==> config.mk <==
export PLATFORM = sky130hd
export DESIGN_NAME = multicycle_sequencer_flat
export DESIGN_NICKNAME = d
export VERILOG_FILES = /design/src/rtl/multicycle_sequencer_if.sv /design/src/rtl/multicycle_sequencer.sv /design/src/flat_wrapper.sv
export SDC_FILE = /design/constraint.sdc
export NUM_CORES = 1
export LEC_CHECK = 0
export BUFFER_PORTS_ARGS = -buffer_cell sky130_fd_sc_hd__buf_4
export CAP_MARGIN = 10
export CORE_AREA = 4 4 46 64
export DETAILED_ROUTE_END_ITERATION = 7
export DIE_AREA = 0 0 50 68
export HOLD_SLACK_MARGIN = 0.03
export PLACE_DENSITY = 0.71
export SETUP_SLACK_MARGIN = 0.5
export SYNTH_ARGS = -nofsm -noshare
export SYNTH_HDL_FRONTEND = slang
export SYNTH_SLANG_ARGS = --single-unit
==> constraint.sdc <==
create_clock -name clk -period 2.71 [get_ports clk]
set_input_delay 0.1355 -clock clk [delete_from_list [all_inputs] [get_ports clk]]
set_output_delay 0.1355 -clock clk [all_outputs]
set_load 0.005 [all_outputs]
==> src/rtl/multicycle_sequencer_if.sv <==
// ============================================================================
// multicycle_sequencer_if : opcode/handshake inputs and control outputs of the
// multicycle sequencer. MSEQ_RETIRE_CNT_EN adds the retired count. Rev 1.0
// ============================================================================
`default_nettype none

interface multicycle_sequencer_if;
  logic [6:0]  opcode;
  logic        mem_ready;
  logic        pc_write;
  logic        pc_write_cond;
  logic        pc_source;
  logic        ir_write;
  logic        i_or_d;
  logic        mem_read;
  logic        mem_write;
  logic        mem_to_reg;
  logic        reg_write;
  logic [1:0]  alu_src_a;
  logic [1:0]  alu_src_b;
  logic [1:0]  alu_op;
  logic        illegal_op;
  logic        fault;
  logic [3:0]  state;
`ifdef MSEQ_RETIRE_CNT_EN
  logic [31:0] retired;

  modport master (
    input  opcode, mem_ready,
    output pc_write, pc_write_cond, pc_source, ir_write, i_or_d, mem_read,
           mem_write, mem_to_reg, reg_write, alu_src_a, alu_src_b, alu_op,
           illegal_op, fault, state, retired
  );
  modport slave (
    output opcode, mem_ready,
    input  pc_write, pc_write_cond, pc_source, ir_write, i_or_d, mem_read,
           mem_write, mem_to_reg, reg_write, alu_src_a, alu_src_b, alu_op,
           illegal_op, fault, state, retired
  );
`else
  modport master (
    input  opcode, mem_ready,
    output pc_write, pc_write_cond, pc_source, ir_write, i_or_d, mem_read,
           mem_write, mem_to_reg, reg_write, alu_src_a, alu_src_b, alu_op,
           illegal_op, fault, state
  );
  modport slave (
    output opcode, mem_ready,
    input  pc_write, pc_write_cond, pc_source, ir_write, i_or_d, mem_read,
           mem_write, mem_to_reg, reg_write, alu_src_a, alu_src_b, alu_op,
           illegal_op, fault, state
  );
`endif
endinterface

`default_nettype wire

==> src/rtl/multicycle_sequencer.sv <==
// ============================================================================
// multicycle_sequencer : RV32 multi-cycle main control FSM (R/lw/sw/beq) with
// memory-stall timeout. MSEQ_RETIRE_CNT_EN adds a retired-instruction counter.
// Rev 1.0
// ============================================================================
`default_nettype none

module multicycle_sequencer #(
  parameter int MAX_WAIT = 16,
  parameter int CNT_W    = 5
) (
  input  wire logic               clk,
  input  wire logic               rst,
  multicycle_sequencer_if.master  bus
);

  typedef enum logic [3:0] {
    S_IDLE     = 4'd0,
    S_FETCH    = 4'd1,
    S_DECODE   = 4'd2,
    S_MEMADDR  = 4'd3,
    S_MEMREAD  = 4'd4,
    S_MEMWB    = 4'd5,
    S_MEMWRITE = 4'd6,
    S_EXEC     = 4'd7,
    S_ALUWB    = 4'd8,
    S_BRANCH   = 4'd9,
    S_FAULT    = 4'd10
  } state_t;

  localparam logic [6:0] c_op_rtype = 7'b0110011;
  localparam logic [6:0] c_op_lw    = 7'b0000011;
  localparam logic [6:0] c_op_sw    = 7'b0100011;
  localparam logic [6:0] c_op_beq   = 7'b1100011;
  localparam logic [CNT_W-1:0] c_wait_last =
      (MAX_WAIT > 0) ? CNT_W'(MAX_WAIT - 1) : '0;

  state_t           r_state;
  state_t           w_next;
  logic [6:0]       r_opcode_q;
  logic [CNT_W-1:0] r_wait_cnt;
  logic             r_fault;
  logic             w_wait_state;
  logic             w_timeout;

  logic       w_pc_write, w_pc_write_cond, w_pc_source, w_ir_write, w_i_or_d;
  logic       w_mem_read, w_mem_write, w_mem_to_reg, w_reg_write, w_illegal_op;
  logic [1:0] w_alu_src_a, w_alu_src_b, w_alu_op;

  assign w_wait_state = (r_state == S_FETCH) || (r_state == S_MEMREAD) ||
                        (r_state == S_MEMWRITE);
  // mem_ready on the last allowed cycle still completes normally
  assign w_timeout = (MAX_WAIT != 0) && (r_wait_cnt == c_wait_last) &&
                     !bus.mem_ready;

  always_comb begin
    w_next          = r_state;
    w_pc_write      = 1'b0;
    w_pc_write_cond = 1'b0;
    w_pc_source     = 1'b0;
    w_ir_write      = 1'b0;
    w_i_or_d        = 1'b0;
    w_mem_read      = 1'b0;
    w_mem_write     = 1'b0;
    w_mem_to_reg    = 1'b0;
    w_reg_write     = 1'b0;
    w_alu_src_a     = 2'b00;
    w_alu_src_b     = 2'b00;
    w_alu_op        = 2'b00;
    w_illegal_op    = 1'b0;
    case (r_state)
      S_IDLE: w_next = S_FETCH;
      S_FETCH: begin
        w_mem_read  = 1'b1;
        w_alu_src_b = 2'b01;
        if (bus.mem_ready) begin
          w_ir_write = 1'b1;
          w_pc_write = 1'b1;
          w_next     = S_DECODE;
        end else if (w_timeout) begin
          w_next = S_FAULT;
        end
      end
      S_DECODE: begin
        w_alu_src_b = 2'b10;
        case (bus.opcode)
          c_op_rtype:        w_next = S_EXEC;
          c_op_lw, c_op_sw:  w_next = S_MEMADDR;
          c_op_beq:          w_next = S_BRANCH;
          default: begin
            w_illegal_op = 1'b1;
            w_next       = S_FETCH;
          end
        endcase
      end
      S_MEMADDR: begin
        w_alu_src_a = 2'b01;
        w_alu_src_b = 2'b10;
        w_next      = (r_opcode_q == c_op_lw) ? S_MEMREAD : S_MEMWRITE;
      end
      S_MEMREAD: begin
        w_mem_read = 1'b1;
        w_i_or_d   = 1'b1;
        if (bus.mem_ready)  w_next = S_MEMWB;
        else if (w_timeout) w_next = S_FAULT;
      end
      S_MEMWB: begin
        w_reg_write  = 1'b1;
        w_mem_to_reg = 1'b1;
        w_next       = S_FETCH;
      end
      S_MEMWRITE: begin
        w_mem_write = 1'b1;
        w_i_or_d    = 1'b1;
        if (bus.mem_ready)  w_next = S_FETCH;
        else if (w_timeout) w_next = S_FAULT;
      end
      S_EXEC: begin
        w_alu_src_a = 2'b01;
        w_alu_op    = 2'b10;
        w_next      = S_ALUWB;
      end
      S_ALUWB: begin
        w_reg_write = 1'b1;
        w_next      = S_FETCH;
      end
      S_BRANCH: begin
        w_alu_src_a     = 2'b01;
        w_alu_op        = 2'b01;
        w_pc_write_cond = 1'b1;
        w_pc_source     = 1'b1;
        w_next          = S_FETCH;
      end
      S_FAULT: w_next = S_FAULT;
      default: w_next = S_IDLE;
    endcase
  end

  always_ff @(posedge clk or posedge rst) begin
    if (rst) begin
      r_state    <= S_IDLE;
      r_opcode_q <= 7'd0;
      r_wait_cnt <= '0;
      r_fault    <= 1'b0;
    end else begin
      r_state <= w_next;
      if (r_state == S_DECODE) r_opcode_q <= bus.opcode;
      if (w_next != r_state)
        r_wait_cnt <= '0;
      else if (w_wait_state && !bus.mem_ready)
        r_wait_cnt <= r_wait_cnt + CNT_W'(1);
      if (w_next == S_FAULT) r_fault <= 1'b1;
    end
  end

`ifdef MSEQ_RETIRE_CNT_EN
  logic [31:0] r_retired;
  logic        w_retire;

  assign w_retire = (w_next == S_FETCH) &&
                    ((r_state == S_MEMWB) || (r_state == S_MEMWRITE) ||
                     (r_state == S_ALUWB) || (r_state == S_BRANCH));

  always_ff @(posedge clk or posedge rst) begin
    if (rst)           r_retired <= 32'd0;
    else if (w_retire) r_retired <= r_retired + 32'd1;
  end

  assign bus.retired = r_retired;
`endif

  assign bus.pc_write      = w_pc_write;
  assign bus.pc_write_cond = w_pc_write_cond;
  assign bus.pc_source     = w_pc_source;
  assign bus.ir_write      = w_ir_write;
  assign bus.i_or_d        = w_i_or_d;
  assign bus.mem_read      = w_mem_read;
  assign bus.mem_write     = w_mem_write;
  assign bus.mem_to_reg    = w_mem_to_reg;
  assign bus.reg_write     = w_reg_write;
  assign bus.alu_src_a     = w_alu_src_a;
  assign bus.alu_src_b     = w_alu_src_b;
  assign bus.alu_op        = w_alu_op;
  assign bus.illegal_op    = w_illegal_op;
  assign bus.fault         = r_fault;
  assign bus.state         = r_state;

endmodule

`default_nettype wire

==> src/flat_wrapper.sv <==
// flat-port wrapper written by rule: the top's interface ports become plain ports
module multicycle_sequencer_flat 
#(
  parameter int MAX_WAIT = 16,
  parameter int CNT_W    = 5
)
  (clk, rst, bus_opcode, bus_mem_ready, bus_pc_write, bus_pc_write_cond, bus_pc_source, bus_ir_write, bus_i_or_d, bus_mem_read, bus_mem_write, bus_mem_to_reg, bus_reg_write, bus_alu_src_a, bus_alu_src_b, bus_alu_op, bus_illegal_op, bus_fault, bus_state);
  multicycle_sequencer_if bus_i ();
  input  wire logic clk;
  input  wire logic rst;
  input wire logic [$bits(bus_i.opcode)-1:0] bus_opcode;
  input wire logic [$bits(bus_i.mem_ready)-1:0] bus_mem_ready;
  output wire logic [$bits(bus_i.pc_write)-1:0] bus_pc_write;
  output wire logic [$bits(bus_i.pc_write_cond)-1:0] bus_pc_write_cond;
  output wire logic [$bits(bus_i.pc_source)-1:0] bus_pc_source;
  output wire logic [$bits(bus_i.ir_write)-1:0] bus_ir_write;
  output wire logic [$bits(bus_i.i_or_d)-1:0] bus_i_or_d;
  output wire logic [$bits(bus_i.mem_read)-1:0] bus_mem_read;
  output wire logic [$bits(bus_i.mem_write)-1:0] bus_mem_write;
  output wire logic [$bits(bus_i.mem_to_reg)-1:0] bus_mem_to_reg;
  output wire logic [$bits(bus_i.reg_write)-1:0] bus_reg_write;
  output wire logic [$bits(bus_i.alu_src_a)-1:0] bus_alu_src_a;
  output wire logic [$bits(bus_i.alu_src_b)-1:0] bus_alu_src_b;
  output wire logic [$bits(bus_i.alu_op)-1:0] bus_alu_op;
  output wire logic [$bits(bus_i.illegal_op)-1:0] bus_illegal_op;
  output wire logic [$bits(bus_i.fault)-1:0] bus_fault;
  output wire logic [$bits(bus_i.state)-1:0] bus_state;
  assign bus_i.opcode = bus_opcode;
  assign bus_i.mem_ready = bus_mem_ready;
  assign bus_pc_write = bus_i.pc_write;
  assign bus_pc_write_cond = bus_i.pc_write_cond;
  assign bus_pc_source = bus_i.pc_source;
  assign bus_ir_write = bus_i.ir_write;
  assign bus_i_or_d = bus_i.i_or_d;
  assign bus_mem_read = bus_i.mem_read;
  assign bus_mem_write = bus_i.mem_write;
  assign bus_mem_to_reg = bus_i.mem_to_reg;
  assign bus_reg_write = bus_i.reg_write;
  assign bus_alu_src_a = bus_i.alu_src_a;
  assign bus_alu_src_b = bus_i.alu_src_b;
  assign bus_alu_op = bus_i.alu_op;
  assign bus_illegal_op = bus_i.illegal_op;
  assign bus_fault = bus_i.fault;
  assign bus_state = bus_i.state;
  multicycle_sequencer #(.MAX_WAIT(MAX_WAIT), .CNT_W(CNT_W)) u_core (.clk(clk), .rst(rst), .bus(bus_i));
endmodule
* Word level (Yosys, flattened, before mapping)
Index checks and enable logic that the tools add are counted.
Storage, ports and cells: register bits after elaboration 17, input bits 10, output and inout port bits 21, logic and storage cells 60
Operators by class: add/sub/neg operators 1, equality and inequality tests 18, multiplexer cells 22, reduce and logical (&&, ||, !) cells 15
Operators with widths (number):
- case mux 4 bit (8 select lines) | 1
- equality test 4 x 3 -> 1 bit (second input constant) | 4
- equality test 4 bit (second input constant) | 4
- 2-to-1 mux 4 bit | 4
- equality test 7 x 2 -> 1 bit (second input constant) | 2
- equality test 7 x 6 -> 1 bit (second input constant) | 2
- case mux 4 bit (3 select lines) | 1
- 2-to-1 mux 1 bit | 11
- 2-to-1 mux 5 bit | 2
- OR reduction 2 bit | 5
- equality test 4 x 2 -> 1 bit (second input constant) | 2
- case mux 2 bit (2 select lines) | 2
- OR reduction 4 bit | 2
- equality test 7 bit (second input constant) | 1
- adder 5 x 1 -> 5 bit (second input constant) | 1
- equality test 5 x 4 -> 1 bit (second input constant) | 1
- equality test 4 x 1 -> 1 bit (second input constant) | 1
- logical NOT 4 bit | 1
- != test 4 bit | 1
- OR reduction 3 bit | 1
- logical AND 1 bit | 2
- logical OR 1 bit | 2
- 2-to-1 mux 2 bit | 1
- nonzero test 2 bit | 1
- logical NOT 1 bit | 1

* Longest topological paths before layout
Gate-level depths: netlist of the first run.
depth in word-level cells 7, gate-level depth with buffers 8, mapped depth without buffers 8

* Worst setup path before layout of the first run
Ideal clock, no wire load.
kind flip-flop to flip-flop, start point register u_core.r_wait_cnt[0], end point register u_core.r_wait_cnt[4], library setup time 0.122 ns, data arrival time 1.893 ns, required time 2.588 ns, setup slack 0.695 ns, cell stages (with the launch flop) 9, buffers on the path 0, clock period less this slack 2.015 ns, path through dfrtp_1 > ha_1 > and3_1 > ha_1 > nand2b_1 > o21ai_1 > a311oi_1 > a21oi_2 > a2111oi_1
Between the ends: longest elaborated chain between the ends 7, elaborated cells between the ends (all ways) 12, those cells by class add/sub: 1; eq/ne: 2; mux: 7; reduce/logical: 2
RTL lines:
- from (decl) | line multicycle_sequencer.sv:41 | logic [CNT_W-1:0] r_wait_cnt;
- from (signal assigned) | line multicycle_sequencer.sv:151 | r_wait_cnt <= r_wait_cnt + CNT_W'(1);
- equality test 5 x 4 -> 1 bit | line multicycle_sequencer.sv:53 | assign w_timeout = (MAX_WAIT != 0) && (r_wait_cnt == c_wait_last) &&
- logical AND 1 bit | line multicycle_sequencer.sv:53
- 2-to-1 mux 4 bit | line multicycle_sequencer.sv:80, multicycle_sequencer.sv:105, multicycle_sequencer.sv:116
- 2-to-1 mux 4 bit (on tied branches) | line multicycle_sequencer.sv:115, multicycle_sequencer.sv:76, multicycle_sequencer.sv:104
- case mux 4 bit (8 select lines) | line multicycle_sequencer.sv:71 | case (r_state)
- != test 4 bit | line multicycle_sequencer.sv:148 | if (w_next != r_state)
- 2-to-1 mux 5 bit or nonzero test 2 bit (tied branches)
Several ways; a longest one is shown, not always the timed one. The select of a mux whose other input is x is not followed. A chain may end at the register's enable or synchronous reset.

* Worst setup path after layout of the first run
Ends and elaborated chain as after synthesis.

==> results of run 1 <==
kinds of logic after synthesis:
kind of cell	synth area share, %
buf+inv	8.36
flops	36.9
compound gates	14.3
xor+xnor	3.04
mux	8.58
other cells	0.325
fa+ha+maj	2.17
simple gates	26.3
layer usage:
metal,part of all wire [%],wire length [µm],GRT usage [%]
met1,40,1030,16.6
met2,51,1310,30.4
met3,7.2,183,2.61
met4,0.87,22,9.34
met5,0,0,0
worst paths after layout:
path                                                  start                               end  cells past startpoint
setup / recovery           u_core.r_wait_cnt[0]$_DFFE_PP0P_  u_core.r_wait_cnt[4]$_DFFE_PP0P_                      8
hold / removal                                bus_opcode[2]  u_core.r_opcode_q[2]$_DFFE_PP0P_                      2
setup reg to reg           u_core.r_wait_cnt[0]$_DFFE_PP0P_  u_core.r_wait_cnt[4]$_DFFE_PP0P_                      8
hold reg to reg            u_core.r_opcode_q[1]$_DFFE_PP0P_  u_core.r_opcode_q[1]$_DFFE_PP0P_                      1
max in group asynchronous                               rst     u_core.bus.state[2]$_DFF_PP0_                      3
min in group asynchronous                               rst  u_core.r_opcode_q[1]$_DFFE_PP0P_                      3
what timing repair did:
action                                  4_1_cts  5_1_grt
pin swaps                                     0        2
gates resized for setup                       2        5
hold buffers                                  1        0
endpoints found under the setup margin        4        7
hold endpoints to repair                     17        0
setup buffers                                 0        1
state kept, by name, summed over array words and instances (netlist names):
signal and count:
u_core.bus.fault 1, u_core.bus.state 4, u_core.r_opcode_q 7, u_core.r_wait_cnt 5
critical path, stage by stage (launching register included):
cell and delay, ns:
dfrtp_1 0.42, ha_2 0.20, and3_1 0.18, ha_1 0.21, nand2b_1 0.12, nor3_1 0.08
a311oi_2 0.40, a21oi_2 0.17, a2111oi_2 0.22
layout make-up:
type                       count  share of cell area, %
multi-input combinational     94                   46.1
sequential                    17                   29.9
timing repair buffer          32                   17.0
tap                           34                   2.98
inverter                       8                   2.10
clock buffer                   3                   1.58
clock inverter                 1                  0.350
per-stage QoR:
stage	power (mW)	cell area [µm²]	utilization, %	setup WS [ns]	hold slack (ns)
after detailed placement	1.14	1350	56.6	0.382	0.265
after global routing	1.42	1430	59.8	0.485	0.0592
after floorplan	0.893	1150	-	0.695	0.0616
after global placement	1.12	1350	56.6	0.593	0.253
final	1.30	1430	59.8	0.607	0.0630
after CTS	1.29	1400	58.7	0.526	0.0570
layout by cell type, fill, tap and decap left out, drive strengths merged, types with 2 or more instances in the layout:
master / n
a21oi: 7
and3: 2
buf: 31
clkbuf: 3
dfrtp: 17
ha: 2
inv: 8
mux2: 7
mux2i: 2
nand2: 8
nand2b: 3
nand4bb: 2
nor2: 16
nor3: 12
nor4: 2
o211ai: 2
o21ai: 4
or2b: 2
or4: 2
xnor2: 4
power by group through the flow:
stage	registers (mW)	clock network [mW]	logic (mW)
global route	0.487	0.150	0.780
finish	0.465	0.135	0.703
floorplan	0.397	0	0.497
CTS	0.462	0.141	0.692
detailed placement	0.466	0	0.677
global placement	0.461	0	0.659
==> metrics.txt, run 1 <==
outcome finished, final reports clean; Total Nets Final 168; synthesized cell area 1150 µm²; critical path data arrival time 2.28 ns; fraction of layout cells with a size suffix above 1 31.6%; vias in the first global route 970; Clock Power Share 10.4%; GR Util All Layers 16.1%; Worst-Skew Late Latency 0.29 ns; Switching Fraction 41.7%; Die ar. 3400 µm²; Synth area leader dfrtp_1; # IOs 31; DR iter-0 viols 21; Setup TNS 0 ns; clock skew 0.00598 ns; dominant synthesized flop cell dfrtp_1; count leader, synth dfrtp_1; Yosys Warn Count 0; Post-synth EDFFs 0; max cap viols 0; drt pass-1 iters 4; Data required, critical path 2.89 ns; final worst path period need 2.10 ns; DP HPWL 1.96 mm; depth of the CTS H-tree 1; first-pass GRT wire length 4.20 mm; layout filler cell count 229; Inserted Diodes 0; sequential group share of total power 35.7%; grt ovf 0; Combinational Power Share 53.9%; Num CTS Buffers 3; Netlist cell types 44; GPL Wtd Cong 0.880; Final Hold Viols 0; CTS root buf clkbuf_4; syn nets 141; Clk pin slew, worst setup/hold paths 0.10 ns; Clock Path Buffers 2; Synth top cells by count dfrtp_1, nor2_1, nor3_1; drt wl/cell 13.5 µm; # DRC 0; Hold Crit Class primary input to register; power per standard cell area 913 nW/µm²; Peak VDD IR 0.415 mV; CTS tree built; Post-Syn Instances 129; register bit count reported by yosys 17; sequential fraction of the synthesis area 36.9%; Storage cell area 427 µm²; total vias in the final route 1,020; core footprint 2390 µm²; dpl cells 183; Post-Syn Area per Cell 8.93 µm²; vias per cell 5.40; Final period util 77.6%; Psw 0.543 mW; die height 68 µm; Final Slew Violations 0; largest net degree at the start of global routing 23; maximum clock rate 475 MHz; Setup-failing EPs final 0; top cells by area, synth dfrtp_1, mux2_1, nor2_1; Initial Util 48.2%; Startpoint Class register; routed wire length 2.54 mm; number of buffers added on ports 29; Async S/R FF share, synth 100%; die width 50 µm; Reg2Reg Setup Slack 0.61 ns; unrepaired setup endpoints after global routing true; Slew HR 52.5%; static leakage 0.632 nW; Crit Path Class register to register; Layout Cells excl Fill 189; Synth top area share 36.9%; antenna violations before repair 0; worst slew pin tran 0.713 ns; Row Count 21; CP endpoint kind register; Layout area overhead 24.0%; area of the multi-input gates 659 µm²; crit path max fanout 5; CTS sink cnt 17; Cell Int Power 0.761 mW; antenna viol nets, final 0
No activity file was read; power rests on OpenSTA's default activity.
==> run 2, diff against run 1 <==
==> constraint.sdc (replaced) <==
create_clock -name clk -period 1.95 [get_ports clk]
set_input_delay 0.0975 -clock clk [delete_from_list [all_inputs] [get_ports clk]]
set_output_delay 0.0975 -clock clk [all_outputs]
set_load 0.005 [all_outputs]
==> run 2 against run 1 <==
- sequential power up 27%
- routed wire length is 41% higher
- via count up 20%
- maximum frequency rose by 12%
- final cell count increased by 18%
- register-to-register slack worse by 0.54 ns
- clock skew decreased by 0.0013 ns
- core utilization rose by 23 points
- design area is 39% higher
- critical path type unchanged
==> metrics.txt, run 2 (synthesis gave the netlist of run 1 again) <==
Reg2Reg Setup Slack 0.06 ns (was 0.61 ns); Final Slew Violations 0 (unchanged); Inserted Diodes 0 (unchanged); worst slew pin tran 0.661 ns (was 0.713 ns); Num CTS Buffers 3 (unchanged); Die ar. 3400 µm² (unchanged); maximum clock rate 530 MHz (was 475 MHz); commonest cells after routing, fill and taps aside buf_4, buf_6, dfrtp_1 (was buf_4, dfrtp_1, nor2_1); dpl cells 192 (was 183); CTS sink cnt 17 (unchanged); first-pass GRT wire length 5.26 mm (was 4.20 mm); Final period util 96.7% (was 77.6%); Final Hold Viols 0 (unchanged); die height 68 µm (unchanged); Setup TNS 0 ns (unchanged); drt pass-1 iters 4 (unchanged); antenna viol nets, final 0 (unchanged); critical path data arrival time 2.10 ns (was 2.28 ns); depth of the CTS H-tree 1 (unchanged); Data required, critical path 2.17 ns (was 2.89 ns); fraction of layout cells with a size suffix above 1 58.7% (was 31.6%); Clk pin slew, worst setup/hold paths 0.10 ns (about the same); DR iter-0 viols 59 (was 21); Worst-Skew Late Latency 0.29 ns (about the same); Layout area overhead 72.2% (was 24.0%); grt ovf 0 (unchanged); Peak VDD IR 0.844 mV (was 0.415 mV); DP HPWL 2.10 mm (was 1.96 mm); Hold Crit Class primary input to register (unchanged); CP endpoint kind register (unchanged); Slew HR 55.9% (was 52.5%); max FFs per register 7 (unchanged); drt wl/cell 16.0 µm (was 13.5 µm); max cap viols 0 (unchanged); number of buffers added on ports 29 (unchanged); Critical R2R Launch u_core.r_wait_cnt[0]$_DFFE_PP0P_ (unchanged); unrepaired setup endpoints after global routing true (unchanged); hold_sp bus_opcode[0] (was bus_opcode[2]); final worst path period need 1.89 ns (was 2.10 ns); Setup-failing EPs final 0 (unchanged); power per standard cell area 1390 nW/µm² (was 913 nW/µm²); CTS root buf clkbuf_4 (unchanged); routed wire length 3.58 mm (was 2.54 mm); antenna violations before repair 0 (unchanged); Crit Path Class register to register (unchanged); CTS tree built (unchanged); Most flops, register u_core.r_opcode_q (unchanged); outcome finished, final reports clean (unchanged); clock skew 0.00469 ns (was 0.00598 ns); vias in the first global route 1,209 (was 970); # DRC 0 (unchanged); GR Util All Layers 19.8% (was 16.1%); GPL Wtd Cong 0.928 (was 0.880); # IOs 31 (unchanged); most common cell after layout, fill and taps aside buf_4 (unchanged); total vias in the final route 1,222 (was 1,020); static leakage 0.879 nW (was 0.632 nW); Initial Util 48.2% (unchanged); CP Launch Point u_core.r_wait_cnt[0]$_DFFE_PP0P_ (unchanged); Startpoint Class register (unchanged); vias per cell 5.48 (was 5.40); Layout Cells excl Fill 223 (was 189); die width 50 µm (unchanged); Total Nets Final 202 (was 168); core footprint 2390 µm² (unchanged); Row Count 21 (unchanged); largest net degree at the start of global routing 18 (was 23); Clock Path Buffers 2 (unchanged); crit path max fanout 4 (was 5)
[run 2: cell types whose count changed in the layout (fill, tap and decap cells not counted), sizes merged]
cell	before	now
buf	31	63
dlygate4sd3	1	3
[run 2: critical path, stage by stage (launching register included)]
cell and delay [ns]:
dfrtp_1 0.41, ha_2 0.18, and3_4 0.18, ha_4 0.17, nand2b_4 0.07, o21ai_2 0.06, a311oi_2 0.35, a21oi_2 0.13
buf_6 0.16, nor3_2 0.11
[run 2: power by group]
part / leakage [nW] / switching [mW] / internal, mW
clock network: 0.0177 / 0.114 / 0.0763
logic: 0.649 / 0.887 / 1.09
registers: 0.212 / 0.107 / 0.484
total: 0.879 / 1.11 / 1.66
[run 2: worst paths after layout]
kind | cells past startpoint | to
setup / recovery | 9 | u_core.r_wait_cnt[0]$_DFFE_PP0P_
hold / removal | 2 | u_core.r_opcode_q[0]$_DFFE_PP0P_
setup reg to reg | 9 | u_core.r_wait_cnt[0]$_DFFE_PP0P_
hold reg to reg | 1 | u_core.bus.fault$_DFFE_PP0N_
max in group asynchronous | 3 | u_core.bus.state[1]$_DFF_PP0_
min in group asynchronous | 3 | u_core.bus.fault$_DFFE_PP0N_
[run 2: area by class of cell]
class / count / area, µm²
multi-input cells: 94 / 847
repair buffers: 66 / 601
flip-flops and latches: 17 / 429
fillers: 131 / 407
well taps: 34 / 42.5
inverters: 8 / 37.5
clock buffers: 3 / 22.5
clock inverters: 1 / 5.00
[run 2: per-stage QoR]
stage                     total power [mW]  cell area (µm²)  utilization, %  worst slack (ns)  hold WS, ns
after CTS                             2.36             1770            74.1            0.0973       0.0355
final                                 2.76             1980            83.0            0.0647       0.0452
after floorplan                       1.26             1200               -            0.0755       0.0236
after global placement                1.69             1470            61.3            0.0537        0.226
after global routing                  2.93             1980            83.0           -0.0389       0.0447
after detailed placement              1.73             1470            61.3          -0.00133        0.225
[run 2: per-layer routing]
layer  vias up  part of all wire, %  track usage [%]
li1        574                    -                -
met1       600                   41             21.4
met2        42                   55             37.9
met3         6                  3.1             2.40
met4         0                 0.98             9.34
met5         -                    0                0
[run 2: repair_timing]
item	CTS	global route
endpoints found under the setup margin	30	29
endpoints found under the hold margin	18	1
hold buffers	2	1
buffers inserted	16	8
pin swaps	11	13
resized for setup	37	33
